File: src/rtl/axi_ad9371_rx_pkg.sv
// Shared types and sizing for the AD9371 receive-path sample packer.
package axi_ad9371_rx_pkg;

  localparam int unsigned LANE_W = 16;
  localparam int unsigned NUM_CH = 4;
  localparam int unsigned ACC_W  = 128;
  localparam int unsigned WORD_W = LANE_W * NUM_CH;

  typedef enum logic [1:0] {
    ST_IDLE,
    ST_ARMED,
    ST_RUN
  } state_e;

endpackage

File: src/rtl/axi_ad9371_rx_pack_compact.sv
// Squeezes the enabled 16-bit channel samples together, lowest channel in the lowest bits.
module axi_ad9371_rx_pack_compact
  import axi_ad9371_rx_pkg::*;
(
  input  logic [WORD_W-1:0] data_i,
  input  logic [NUM_CH-1:0] enable_i,
  output logic [2:0]        count_o,
  output logic [WORD_W-1:0] packed_o
);

  always_comb begin
    // NOTE: every combinational output gets a default first so no path leaves it unassigned (no latch).
    packed_o = '0;
    count_o  = '0;
    for (int i = 0; i < NUM_CH; i++) begin
      if (enable_i[i]) begin
        packed_o[count_o*LANE_W +: LANE_W] = data_i[i*LANE_W +: LANE_W];
        count_o = count_o + 3'd1;
      end
    end
  end

endmodule

File: src/rtl/axi_ad9371_rx_pack.sv
// AD9371 RX channel packer: compacts enabled lanes into 64-bit words.
// Optional test ramp source enabled by defining AXI_AD9371_RX_PACK_RAMP_EN.
module axi_ad9371_rx_pack
  import axi_ad9371_rx_pkg::*;
#(
  parameter int unsigned SYNC_ENABLE = 1
) (
  input  logic              adc_clk,
  input  logic              adc_rstn,
  input  logic              adc_valid,
  input  logic [WORD_W-1:0] adc_data,
  input  logic [NUM_CH-1:0] adc_enable,
  input  logic              adc_sync_arm,
  input  logic              adc_sync,
  input  logic              adc_dovf,
  input  logic              adc_ovf_clr,
  input  logic              adc_ramp_en,
  output logic              pack_valid,
  output logic [WORD_W-1:0] pack_data,
  output logic              pack_sync,
  output logic              adc_ovf_sticky
);

  state_e              state_q, state_d;
  logic [2:0]          fill_q, fill_d;
  logic [ACC_W-1:0]    acc_q, acc_d;
  logic                pack_valid_q, pack_valid_d;
  logic                pack_sync_q, pack_sync_d;
  logic [WORD_W-1:0]   pack_data_q, pack_data_d;
  logic                first_q, first_d;
  logic                ovf_q, ovf_d;
  logic [NUM_CH-1:0]   enable_q;

  logic [WORD_W-1:0]   sample_data;
  logic [2:0]          lane_cnt;
  logic [WORD_W-1:0]   lane_vec;
  logic [2:0]          fill_sum;
  logic [ACC_W-1:0]    merged;
  logic                abort, capture, first_cur;

`ifdef AXI_AD9371_RX_PACK_RAMP_EN
  logic [LANE_W-1:0] ramp_q, ramp_d, ramp_cur;

  // The ramp restarts at zero for the first sample of every capture.
  always_comb begin
    ramp_cur    = (state_q == ST_RUN) ? ramp_q : '0;
    ramp_d      = capture ? ramp_cur + 1'b1 : ramp_cur;
    sample_data = adc_ramp_en ? {NUM_CH{ramp_cur}} : adc_data;
  end

  always_ff @(posedge adc_clk or negedge adc_rstn) begin
    if (!adc_rstn) ramp_q <= '0;
    else           ramp_q <= ramp_d;
  end
`else
  logic unused_ramp_en;
  assign unused_ramp_en = adc_ramp_en;
  assign sample_data    = adc_data;
`endif

  axi_ad9371_rx_pack_compact u_compact (
    .data_i   (sample_data),
    .enable_i (adc_enable),
    .count_o  (lane_cnt),
    .packed_o (lane_vec)
  );

  always_comb begin
    state_d      = state_q;
    fill_d       = fill_q;
    acc_d        = acc_q;
    pack_valid_d = 1'b0;
    pack_sync_d  = 1'b0;
    pack_data_d  = pack_data_q;
    first_d      = first_q;
    capture      = 1'b0;

    abort     = (adc_enable != enable_q) || (adc_enable == '0);
    fill_sum  = fill_q + lane_cnt;
    merged    = acc_q | ({{(ACC_W-WORD_W){1'b0}}, lane_vec} << (fill_q * LANE_W));
    first_cur = (state_q == ST_RUN) ? first_q : 1'b1;

    if (abort) begin
      state_d = ST_IDLE;
      fill_d  = '0;
      acc_d   = '0;
      first_d = 1'b1;
    end else begin
      unique case (state_q)
        ST_IDLE: begin
          if (SYNC_ENABLE == 0)  state_d = ST_RUN;
          else if (adc_sync_arm) state_d = ST_ARMED;
        end
        ST_ARMED: begin
          if (adc_valid && adc_sync) begin
            state_d = ST_RUN;
            capture = 1'b1;
          end
        end
        ST_RUN:  capture = adc_valid;
        default: state_d = ST_IDLE;
      endcase

      // fill never exceeds 3 between cycles, so fill_sum tops out at 7.
      if (capture) begin
        if (fill_sum[2]) begin
          pack_valid_d = 1'b1;
          pack_sync_d  = first_cur;
          pack_data_d  = merged[WORD_W-1:0];
          acc_d        = merged >> WORD_W;
          fill_d       = {1'b0, fill_sum[1:0]};
          first_d      = 1'b0;
        end else begin
          acc_d   = merged;
          fill_d  = fill_sum;
          first_d = first_cur;
        end
      end
    end

    ovf_d = (pack_valid_q && adc_dovf) ? 1'b1 : (adc_ovf_clr ? 1'b0 : ovf_q);
  end

  always_ff @(posedge adc_clk or negedge adc_rstn) begin
    // NOTE: sequential state uses non-blocking assignments so every flop samples pre-edge values.
    if (!adc_rstn) begin
      state_q      <= ST_IDLE;
      fill_q       <= '0;
      acc_q        <= '0;
      pack_valid_q <= 1'b0;
      pack_sync_q  <= 1'b0;
      pack_data_q  <= '0;
      first_q      <= 1'b1;
      ovf_q        <= 1'b0;
    end else begin
      state_q      <= state_d;
      fill_q       <= fill_d;
      acc_q        <= acc_d;
      pack_valid_q <= pack_valid_d;
      pack_sync_q  <= pack_sync_d;
      pack_data_q  <= pack_data_d;
      first_q      <= first_d;
      ovf_q        <= ovf_d;
    end
  end

  // NOTE: deliberately unreset so it keeps tracking adc_enable while reset is held.
  always_ff @(posedge adc_clk) begin
    enable_q <= adc_enable;
  end

  assign pack_valid     = pack_valid_q;
  assign pack_sync      = pack_sync_q;
  assign pack_data      = pack_data_q;
  assign adc_ovf_sticky = ovf_q;

endmodule

File: config.mk
export PLATFORM = sky130hd
export DESIGN_NAME = axi_ad9371_rx_pack
export DESIGN_NICKNAME = d
export VERILOG_FILES = /design/src/rtl/axi_ad9371_rx_pkg.sv /design/src/rtl/axi_ad9371_rx_pack_compact.sv /design/src/rtl/axi_ad9371_rx_pack.sv
export SDC_FILE = /design/constraint.sdc
export NUM_CORES = 1
export LEC_CHECK = 0
export CORE_ASPECT_RATIO = 2
export CORE_UTILIZATION = 55
export DETAILED_ROUTE_END_ITERATION = 10
export PLACE_DENSITY = 0.8
export REMOVE_ABC_BUFFERS = 1
export SLEW_MARGIN = 20
export SYNTH_ARGS = -nofsm -noshare
export SYNTH_HDL_FRONTEND = slang
export SYNTH_SLANG_ARGS = --single-unit
File: constraint.sdc
create_clock -name adc_clk -period 4.8 [get_ports adc_clk]
set_clock_uncertainty 0.15 [all_clocks]
set_input_delay 0.96 -clock adc_clk [delete_from_list [all_inputs] [get_ports adc_clk]]
set_output_delay 0.96 -clock adc_clk [all_outputs]
set_load 0.1 [all_outputs]
# Yosys cells after proc, flatten, opt, wreduce, memory -nomap -nowiden
# Index checks and enable logic that the tools add are counted.
# totals
ff_bits	205
latchBits	0
ram_bits	0
romBits	0
out_inout_bits	67
word_cells	75
memories	0
# classes
add_sub_neg	7
mul	0
div	0
order_cmp	0
n_eq_ne	6
n_shift	7
n_mux	35
bitwise	2
reduce_logical	9
# ops
operator	count
128-bit two-way mux	3
64-bit bitwise mux	3
64-bit two-way mux	3
16-bit by 34-bit variable shift with 64-bit output (first input constant)	3
16-bit by 34-bit indexed part select with 64-bit output	3
128-bit bitwise OR	1
64-bit by 7-bit left shift with 128-bit output	1
7-bit negation with 34-bit output	2
5-bit negation with 34-bit output	1
16-bit two-way mux	1
1-bit two-way mux	15
3-bit two-way mux	5
3-bit by 1-bit adder with 3-bit output (second input constant)	2
2-bit two-way mux	3
3-bit != test (second input constant)	2
2-bit one-hot mux with 3 select lines	1
3-bit AND reduction	2
4-bit zero test	1
4-bit != test	1
2-bit nonzero test	2
3-bit adder	1
1-bit by 1-bit adder with 2-bit output (second input constant)	1
2-bit by 1-bit == test with 1-bit output (second input constant)	1
2-bit == test (second input constant)	1
6 further kinds	7

# Depth between registers and ports, before layout
# Gate-level depths: netlist of the first run.
# logic_depth
ltp_word	14
ltp_mapped	20
depth_no_buf	14

# Cells and area by module
# Synthesis of the first run repeated with hierarchy kept, for this count alone.
# hier_totals
hier_cells	1140
hier_area_um2	11249.5
# modules_own_cells
module	n_inst	cells_each	area_per_inst_um2	seq_area_each_um2
axi_ad9371_rx_pack	1	825	9210.1	4685.7
axi_ad9371_rx_pack_compact	1	315	2039.5	0.0

# Worst setup path after synthesis of the first run
# OpenSTA, ideal clock, no wires.
# synth_path
kind	input to register
from	input adc_enable[0]
to	register pack_data_q[35], in the netlist pack_data[35]
setup_time_ns	0.125
arrival_time_ns	4.992
t_required_ns	4.525
setup_slack_ns	-0.468
cell_stages	18
cell_sequence	buf_2 -> clkbuf_1 -> buf_2 -> inv_1 -> ha_1 -> and2_1 -> buf_2 -> buf_2 -> o21bai_1 -> ha_1 -> and2_1 -> nor2_1 -> fa_1 -> xnor3_1 -> nor3_4 -> nand2_4 -> clkinv_2 -> mux2_2
# synth_between
elab_chain_len	11
elab_cells_between_ends	31
# synth_lines
item	line	text
start: declaration	axi_ad9371_rx_pack.sv:12	input logic [NUM_CH-1:0] adc_enable,
1-bit two-way mux	axi_ad9371_rx_pack_compact.sv:16	if (enable_i[i]) begin
1-bit by 1-bit adder with 2-bit output / 5-bit negation with 34-bit output (equally long branches)	axi_ad9371_rx_pack_compact.sv:18, axi_ad9371_rx_pack_compact.sv:17	
3-bit two-way mux (tied with other cells)	axi_ad9371_rx_pack_compact.sv:16	
3-bit by 1-bit adder with 3-bit output (tied with other cells)	axi_ad9371_rx_pack_compact.sv:18	count_o = count_o + 3'd1;
3-bit two-way mux (tied with other cells)	axi_ad9371_rx_pack_compact.sv:16	
7-bit negation with 34-bit output / 64-bit bitwise mux (equally long branches)	axi_ad9371_rx_pack_compact.sv:17	packed_o[count_o*LANE_W +: LANE_W] = data_i[i*LANE_W +: LANE_W];
16-bit by 34-bit indexed part select with 64-bit output (tied with other cells)	axi_ad9371_rx_pack_compact.sv:17	
64-bit bitwise mux	axi_ad9371_rx_pack_compact.sv:17	
64-bit two-way mux	axi_ad9371_rx_pack_compact.sv:16	
64-bit by 7-bit left shift with 128-bit output	axi_ad9371_rx_pack.sv:80	merged = acc_q | ({{(ACC_W-WORD_W){1'b0}}, lane_vec} << (fill_q * LANE_W));
128-bit bitwise OR	axi_ad9371_rx_pack.sv:80	
end signal: assignment	axi_ad9371_rx_pack.sv:141	pack_data_q <= pack_data_d;
end: declaration	axi_ad9371_rx_pack.sv:29	logic [WORD_W-1:0] pack_data_q, pack_data_d;
# Several ways; a longest one is shown, not always the timed one.
# A chain may end at the register's enable or synchronous reset.

# Final worst setup path of the first run
# layout_path
from	input adc_enable[0]
to	register pack_data_q[56], in the netlist pack_data[56]
# The elaborated chain is that of the path after synthesis.

==> metrics.md, run 1 <==
| Metric | Value |
|---|---|
| Crit Reg-Reg Startpoint | fill_q[0] |
| Leading area contributor after synthesis | dfrtp_1 |
| Cell breakdown of the critical path | clkdlybuf4s50_1, inv_1, ha_1, and2_1, o21bai_1, ha_1, and2_1, nor2_1, fa_1, xnor3_1, buf_4, nor3_4, nand2_4, clkinv_2, buf_12, nor2_1, a21oi_1 |
| Vias | 11100 |
| Routed Antenna Nets | 0 |
| Worst path required time | 5.03 ns |
| Maximum VDD drop | 224 uV |
| Post-synth ARST share | 97.9% |
| Final Hold Fails | 0 |
| Pins Over Slew Limit | 0 |
| Synthesis-to-finish area growth | 28.3% |
| Max-cap violation count | 0 |
| H-tree Lvls | 4 |
| Placer Congestion | 0.986 |
| Distinct cell type count after synthesis | 81 |
| Main combinational cell family by area after synthesis | compound AO/OA/AOI/OAI gates |
| Diode count | 0 |
| Yosys warns | 0 |
| Setup tns final | 0 ns |
| Adder-cell share of the synthesized area | 1.78% |
| Synth Area in Compound Gates | 33.0% |
| DRC viols | 0 |
| Root Buffer | clkbuf_16 |
| R2r worst-path depth | 8 |
| Chip width | 100 um |
| Status | finished, final reports clean |
| Die H | 199 um |
| Starting Density | 56.3% |
| Max stage delay on crit path | 0.55 ns |
| Worst slew pin tran | 0.990 ns |
| Simple-gate area share of the yosys netlist | 14.2% |
| Global-route wire length before repair | 59100 um |
| EDFF count, synth | 0 |
| Final Power | 0.00369 W |
| Final net count | 1442 |
| CP Launch Type | input port |
| Slowest cell on the critical path | clkdlybuf4s50_1 |
| FP Rows | 71 |
| Clk sinks | 188 |
| Setup CP Type | input port to flip-flop |
| Routed WL per cell | 23.8 um |
| Worst r2r dst | pack_data[43] |
| Worst hold path type | flip-flop to flip-flop |
| GRT Total Usage | 39.5% |
| Top-count cell post-synth | dfrtp_1 |
| Area share of xor/xnor cells in the synthesized design | 0.787% |
| I/O pin count | 143 |
| Layout cells sized above 1 | 15.2% |
| Die area | 0.0200 mm^2 |
| Register bit total from synthesis | 188 |
| CTS tree | yes |
| Seq/Total Area, Yosys | 44.0% |
| Synth area leaders | dfrtp_1, a21oi_1, nor2_1 |
| CTS buffer count | 17 |
| Largest net degree at the start of global routing | 78 |
| Post-Syn Area | 0.0107 mm^2 |
| Synth cell count leaders | dfrtp_1, a21oi_1, nor2_1, nand2_1, o21ai_0 |
| Gr ovfl total | 0 |
| Number of global-route vias before repair | 11100 |
| Fin crit period | 4.54 ns |
| Final wirelength | 38600 um |
| Post-DP HPWL | 25600 um |
| CP Max Fanout | 39 |
| Min-delay src | pack_data[14] |
| Max Clock Freq | 220 MHz |
| Hold Path Stages | 2 |
| Final Util | 72.3% |
| Drt pass-1 iters | 6 |
| Clk Latency, worst-skew pair | 0.46 ns |
| R2R setup slack | 1.49 ns |
| PortBufs | 141 |
| Dpl cells | 1588 |
| Pwr dens | 270 mW/mm^2 |
| Lkg Pwr | 5.74 nW |
| Synth Instances | 1165 |
| Final Cycle Share | 94.6% |
| Synth Flop Type | dfrtp_1 |
| RSZ-0062 raised after global routing | false |
| Core area | 0.0189 mm^2 |
| Setup Viol. Count Final | 0 |
| Via density | 6.88 |
| Post-Layout Cell Count | 1620 |
| Worst Setup End Kind | flip-flop |
| Initial detailed-routing violation count | 1208 |
| CTS max path bufs | 2 |
| Worst slew margin | 33.8% |
| Initial antenna violation count | 0 |
| Hold EP | pack_data[14] |
| Clock-pin slew on the worst setup and hold paths | 0.07 ns |
| Mapped Avg Cell Area | 9.15 um^2 |
| Crit path DAT | 4.77 ns |
| Area share of the largest cell type after synthesis | 43.0% |
| Post-synthesis mux area share | 1.02% |
==> kinds of logic (layout without fill, tap and decap cells) <==
kind of cell,count (synthesis),in the layout
AO/OA/AOI/OAI,507,507
AND/OR/NAND/NOR,322,322
flip-flops,188,188
buffers and inverters,116,316
adder cells (fa/ha/maj),14,14
multiplexers,10,10
XOR/XNOR,8,8
==> critical path, delay by kind of cell <==
kind | cells | cell delay [ns]
adder cells (fa/ha/maj) | 3 | 0.98
AO/OA/AOI/OAI | 2 | 0.30
AND/OR/NAND/NOR | 6 | 0.78
XOR/XNOR | 1 | 0.43
buffers and inverters | 5 | 1.27
==> placed cells by master (no fill, tap or decap), types with 4 or more instances in the layout <==
master	count
inv_1	13
a21oi_1	172
o22a_1	4
buf_12	13
nor3_1	6
a22o_1	15
a31oi_1	4
a21boi_1	10
inv_6	5
dfrtp_1	183
mux2i_1	6
a221oi_1	28
clkdlybuf4s50_1	140
nand3_1	4
bufinv_16	4
buf_4	116
a22oi_1	13
nor2b_1	15
o22ai_1	14
dfxtp_1	4
clkbuf_16	17
a21o_1	14
o21ai_1	6
a221oi_2	10
a32oi_1	15
a211oi_1	18
o21ai_0	75
a2111oi_0	10
and2_1	6
nand2_1	119
ha_1	12
nor2_2	6
nand3b_1	17
xnor2_1	5
o221ai_1	36
nor2_1	121
a221o_1	43
==> power breakdown <==
group	switching [W]	internal, W	leakage [nW]
Clock	0.000671	0.000883	0.311
Sequential	0.00000147	0.00158	2.60
Combinational	0.000323	0.000226	2.83
Total	0.000995	0.00269	5.74
==> metrics by stage <==
stage          instance area [um^2]  hold slack (ns)  setup slack, ns
6_report                      13700            0.333            0.259
5_1_grt                       13700            0.348           0.0878
4_1_cts                       13700            0.336            0.136
3_5_place_dp                  13000            0.321           -0.332
3_3_place_gp                  13000            0.310           -0.199
2_1_floorplan                 10200            0.300            -1.02
==> registers in the layout, indices dropped and copies added, names as in the netlist <==
signal          count
adc_ovf_sticky      1
fill_q              2
pack_valid          1
acc_q             112
state_q             2
pack_sync           1
enable_q            4
pack_data          64
first_q             1
==> layout make-up <==
| cell class | instances | area, um^2 |
|---|---|---|
| tap | 255 | 319 |
| multi-input combinational | 861 | 5440 |
| clock inverter | 15 | 210 |
| sequential | 188 | 4690 |
| clock buffer | 17 | 425 |
| inverter | 14 | 53.8 |
| fill | 1440 | 5250 |
| timing repair buffer | 270 | 2540 |
==> how the worst max path moves through the flow <==
stage	end	cells after the start	slack, ns	from
floorplan	pack_data[35]	13	-1.02	adc_enable[0]
global placement	acc_q[15]	13	-0.20	adc_enable[0]
detailed placement	acc_q[13]	13	-0.33	adc_enable[0]
CTS	acc_q[13]	13	0.14	adc_enable[0]
global route	pack_data[22]	17	0.09	adc_enable[0]
finish	pack_data[56]	17	0.26	adc_enable[0]
==> timing repair <==
item	CTS	global route
buffers inserted	0	0
hold buffers	0	0
setup endpoints to repair	0	11
gates resized for setup	0	1
==> per-layer routing <==
layer  up-vias  part of all wire [%]  global-route usage (%)
li1       4771                     -                       -
met1      5306                    35                    46.2
met2       808                    48                    63.5
met3       258                   9.2                    8.08
met4         0                   8.3                    29.4
met5         -                     0                       0
Note: power is estimated with default switching activity, not from simulation.
==> run 2: changes to the inputs <==
- ABC_AREA: default -> 1
- CORE_MARGIN: default -> 2
- CORE_UTILIZATION: 55 -> 36
- PLACE_DENSITY: 0.8 -> default
==> metrics.md, run 2 <==
| Metric | Value |
|---|---|
| Status | finished, final reports clean |
| Hold Path Stages | 2 (unchanged) |
| Crit-path leading delay family | adder cells |
| Die H | 261 um (+31%) |
| Area share of the largest cell type after synthesis | 38.5% (-4.4 points) |
| Buf+Inv Stages, Crit Path | 6 (+1) |
| Final Util | 43.8% (-28 points) |
| Top-count cell post-synth | nand2_1 |
| Initial antenna violation count | 1 (+1) |
| CTS max path bufs | 2 (unchanged) |
| Worst path required time | 5.05 ns (+0.02 ns) |
| Sequential Area | 0.00469 mm^2 (about the same) |
| Initial detailed-routing violation count | 1002 (-17%) |
| Max reg flops | 112 (unchanged) |
| CP Launch Point | adc_enable[2] |
| PortBufs | 141 (unchanged) |
| Worst Setup End Kind | flip-flop |
| Via density | 5.24 (-24%) |
| Distinct cell type count after synthesis | 33 (-59%) |
| # Post-CTS Setup Buffers | 0 (unchanged) |
| Pins Over Slew Limit | 0 (unchanged) |
| Min-delay src | pack_data[9] |
| RSZ-0062 raised after global routing | false |
| Pwr dens | 255 mW/mm^2 (-5.7%) |
| Cell breakdown of the critical path | clkdlybuf4s50_1, inv_1, fa_1, ha_1, nor2_4, inv_2, o21ai_0, fa_1, xnor2_2, xor2_1, inv_2, nor2_4, buf_4, o21ai_0, inv_1 |
| FP Rows | 94 (+32%) |
| Leading area contributor after synthesis | dfrtp_1 |
| Final Hold Fails | 0 (unchanged) |
| Setup Viol. Count Final | 0 (unchanged) |
| H-tree Lvls | 4 (unchanged) |
| Lkg Pwr | 7.66 nW (+33%) |
| Synth Instances | 1831 (+57%) |
| Final Cycle Share | 90.9% (-3.7 points) |
| Post-synth ARST share | 97.9% (unchanged) |
| Min Hold Slack | 0.319 ns (-0.0137 ns) |
| Layout cells sized above 1 | 5.33% (-9.9 points) |
| CTS buffer count | 17 (unchanged) |
| R2R setup slack | 1.65 ns (+0.16 ns) |
| Vias | 12400 (+11%) |
| Max Clock Freq | 229 MHz (+4.1%) |
| Post-DP HPWL | 27200 um (+6.5%) |
| CTS tree | yes |
| Die area | 0.0346 mm^2 (+73%) |
| Worst hold path type | flip-flop to flip-flop |
| Worst slew margin | 23.1% (-11 points) |
| Worst slew pin tran | 1.15 ns (+0.163 ns) |
| Gr ovfl total | 0 (unchanged) |
| I/O pin count | 143 (unchanged) |
| Seq/Total Area, Yosys | 39.4% (-4.5 points) |
| Register bit total from synthesis | 188 (unchanged) |
| Synth cell count leaders | nand2_1, nand3_1, inv_1, dfrtp_1, nor2_1 |
| Setup tns final | 0 ns (unchanged) |
| Fillers | 3502 (+140%) |
| Commonest non-fill, non-tap cell in the layout | nand2_1 |
| Final net count | 2012 (+40%) |
| Largest Register | acc_q |
| Post-Layout Cell Count | 2367 (+46%) |
| Crit path DAT | 4.61 ns (-0.16 ns) |
| Multi-input logic area | 0.00591 mm^2 (+8.7%) |
| Starting Density | 36.3% (-20 points) |
| Most frequent cells in the layout | nand2_1, nand3_1, inv_1 |
| Instance count on the critical path | 15 (-2) |
| Clk sinks | 188 (unchanged) |
| Placer Congestion | 0.862 (-13%) |
| CTS resizes | 0 (unchanged) |
| Routed Antenna Nets | 0 (unchanged) |
| Maximum VDD drop | 292 uV (+30%) |
| Clock-pin slew on the worst setup and hold paths | 0.07 ns (about the same) |
| Slowest cell on the critical path | clkdlybuf4s50_1 |
| Synth area leaders | dfrtp_1, nand2_1, nand3_1 |
| Hold EP | pack_data[9] |
| Clk Latency, worst-skew pair | 0.46 ns (about the same) |
| Drt pass-1 iters | 8 (+2) |
| Root Buffer | clkbuf_16 |
| Largest net degree at the start of global routing | 82 (+5.1%) |
| GRT Total Usage | 24.2% (-15 points) |
| Yosys warns | 0 (unchanged) |
| R2r worst-path depth | 10 (+2) |
| Cts hold-fix bufs | 0 (unchanged) |
| Fin crit period | 4.36 ns (-0.177 ns) |
| CP Launch Type | input port |
| DRC viols | 0 (unchanged) |
| Max-cap violation count | 0 (unchanged) |
| Setup CP Type | input port to flip-flop |
| Synth Flop Type | dfrtp_1 |
| Global-route wire length before repair | 64800 um (+9.6%) |
| Number of global-route vias before repair | 12000 (+8.3%) |
| Post-Syn Area | 0.0119 mm^2 (+11%) |
| Core area | 0.0327 mm^2 (+73%) |
| Final wirelength | 41600 um (+7.8%) |
| CP Max Fanout | 30 (-23%) |
| Dpl cells | 2335 (+47%) |
| Chip width | 132 um (+32%) |
| Routed WL per cell | 17.6 um (-26%) |
| Mapped Avg Cell Area | 6.49 um^2 (-29%) |
| Crit Reg-Reg Startpoint | fill_q[0] |
| Synthesis-to-finish area growth | 20.5% |
| Worst r2r dst | acc_q[103] |
| EDFF count, synth | 0 (unchanged) |
| Max stage delay on crit path | 0.56 ns (about the same) |
[run 2: tightest hold or removal path, cell delays in order, from the launching register on]
cell and delay (ns):
dfrtp_1 0.34, nand2_1 0.05, nand2_1 0.04
[run 2: how the worst max path moves through the flow]
stage / slack [ns] / end
after global routing: 0.27 / acc_q[103]
final: 0.44 / acc_q[103]
after global placement: -0.01 / acc_q[104]
after CTS: 0.43 / acc_q[97]
after floorplan: -1.40 / acc_q[0]
after detailed placement: -0.05 / acc_q[1]
[run 2: where the power goes]
| part | internal, W | switching [W] | total (W) |
|---|---|---|---|
| clock network | 0.000845 | 0.000657 | 0.00150 |
| logic | 0.000173 | 0.000384 | 0.000558 |
| registers | 0.00158 | 0.000000901 | 0.00159 |
[run 2: cells by family after synthesis]
kind of cell | after synthesis | share of synthesized area [%]
simple gates | 1229 | 44.2
xor+xnor | 5 | 0.432
mux | 1 | 0.0842
compound gates | 76 | 3.26
buf+inv | 318 | 10.9
fa+ha+maj | 14 | 1.60
flops | 188 | 39.4
[run 2: through the flow]
stage / area, um^2 / setup WS [ns] / total power (W)
floorplan: 11400 / -1.40 / 0.00188
global placement: 13700 / -0.0127 / 0.00216
detailed placement: 13700 / -0.0531 / 0.00217
CTS: 14300 / 0.432 / 0.00367
global route: 14300 / 0.267 / 0.00378
finish: 14300 / 0.436 / 0.00365
[run 2: metal layers]
layer	vias to the layer above	part of all wire (%)	global-route usage (%)
met5	-	0	0
met4	0	5.0	13.1
met3	127	7.0	4.31
met2	547	51	43.4
met1	5765	37	27.1
li1	5974	-	-
[run 2: area by class of cell]
type	count	area share, %
diodes	1	0.0175
flip-flops and latches	188	32.7
repair buffers	179	12.5
clock buffers	21	3.22
multi-input cells	1325	41.2
clock inverters	10	0.987
inverters	211	5.53
well taps	432	3.77
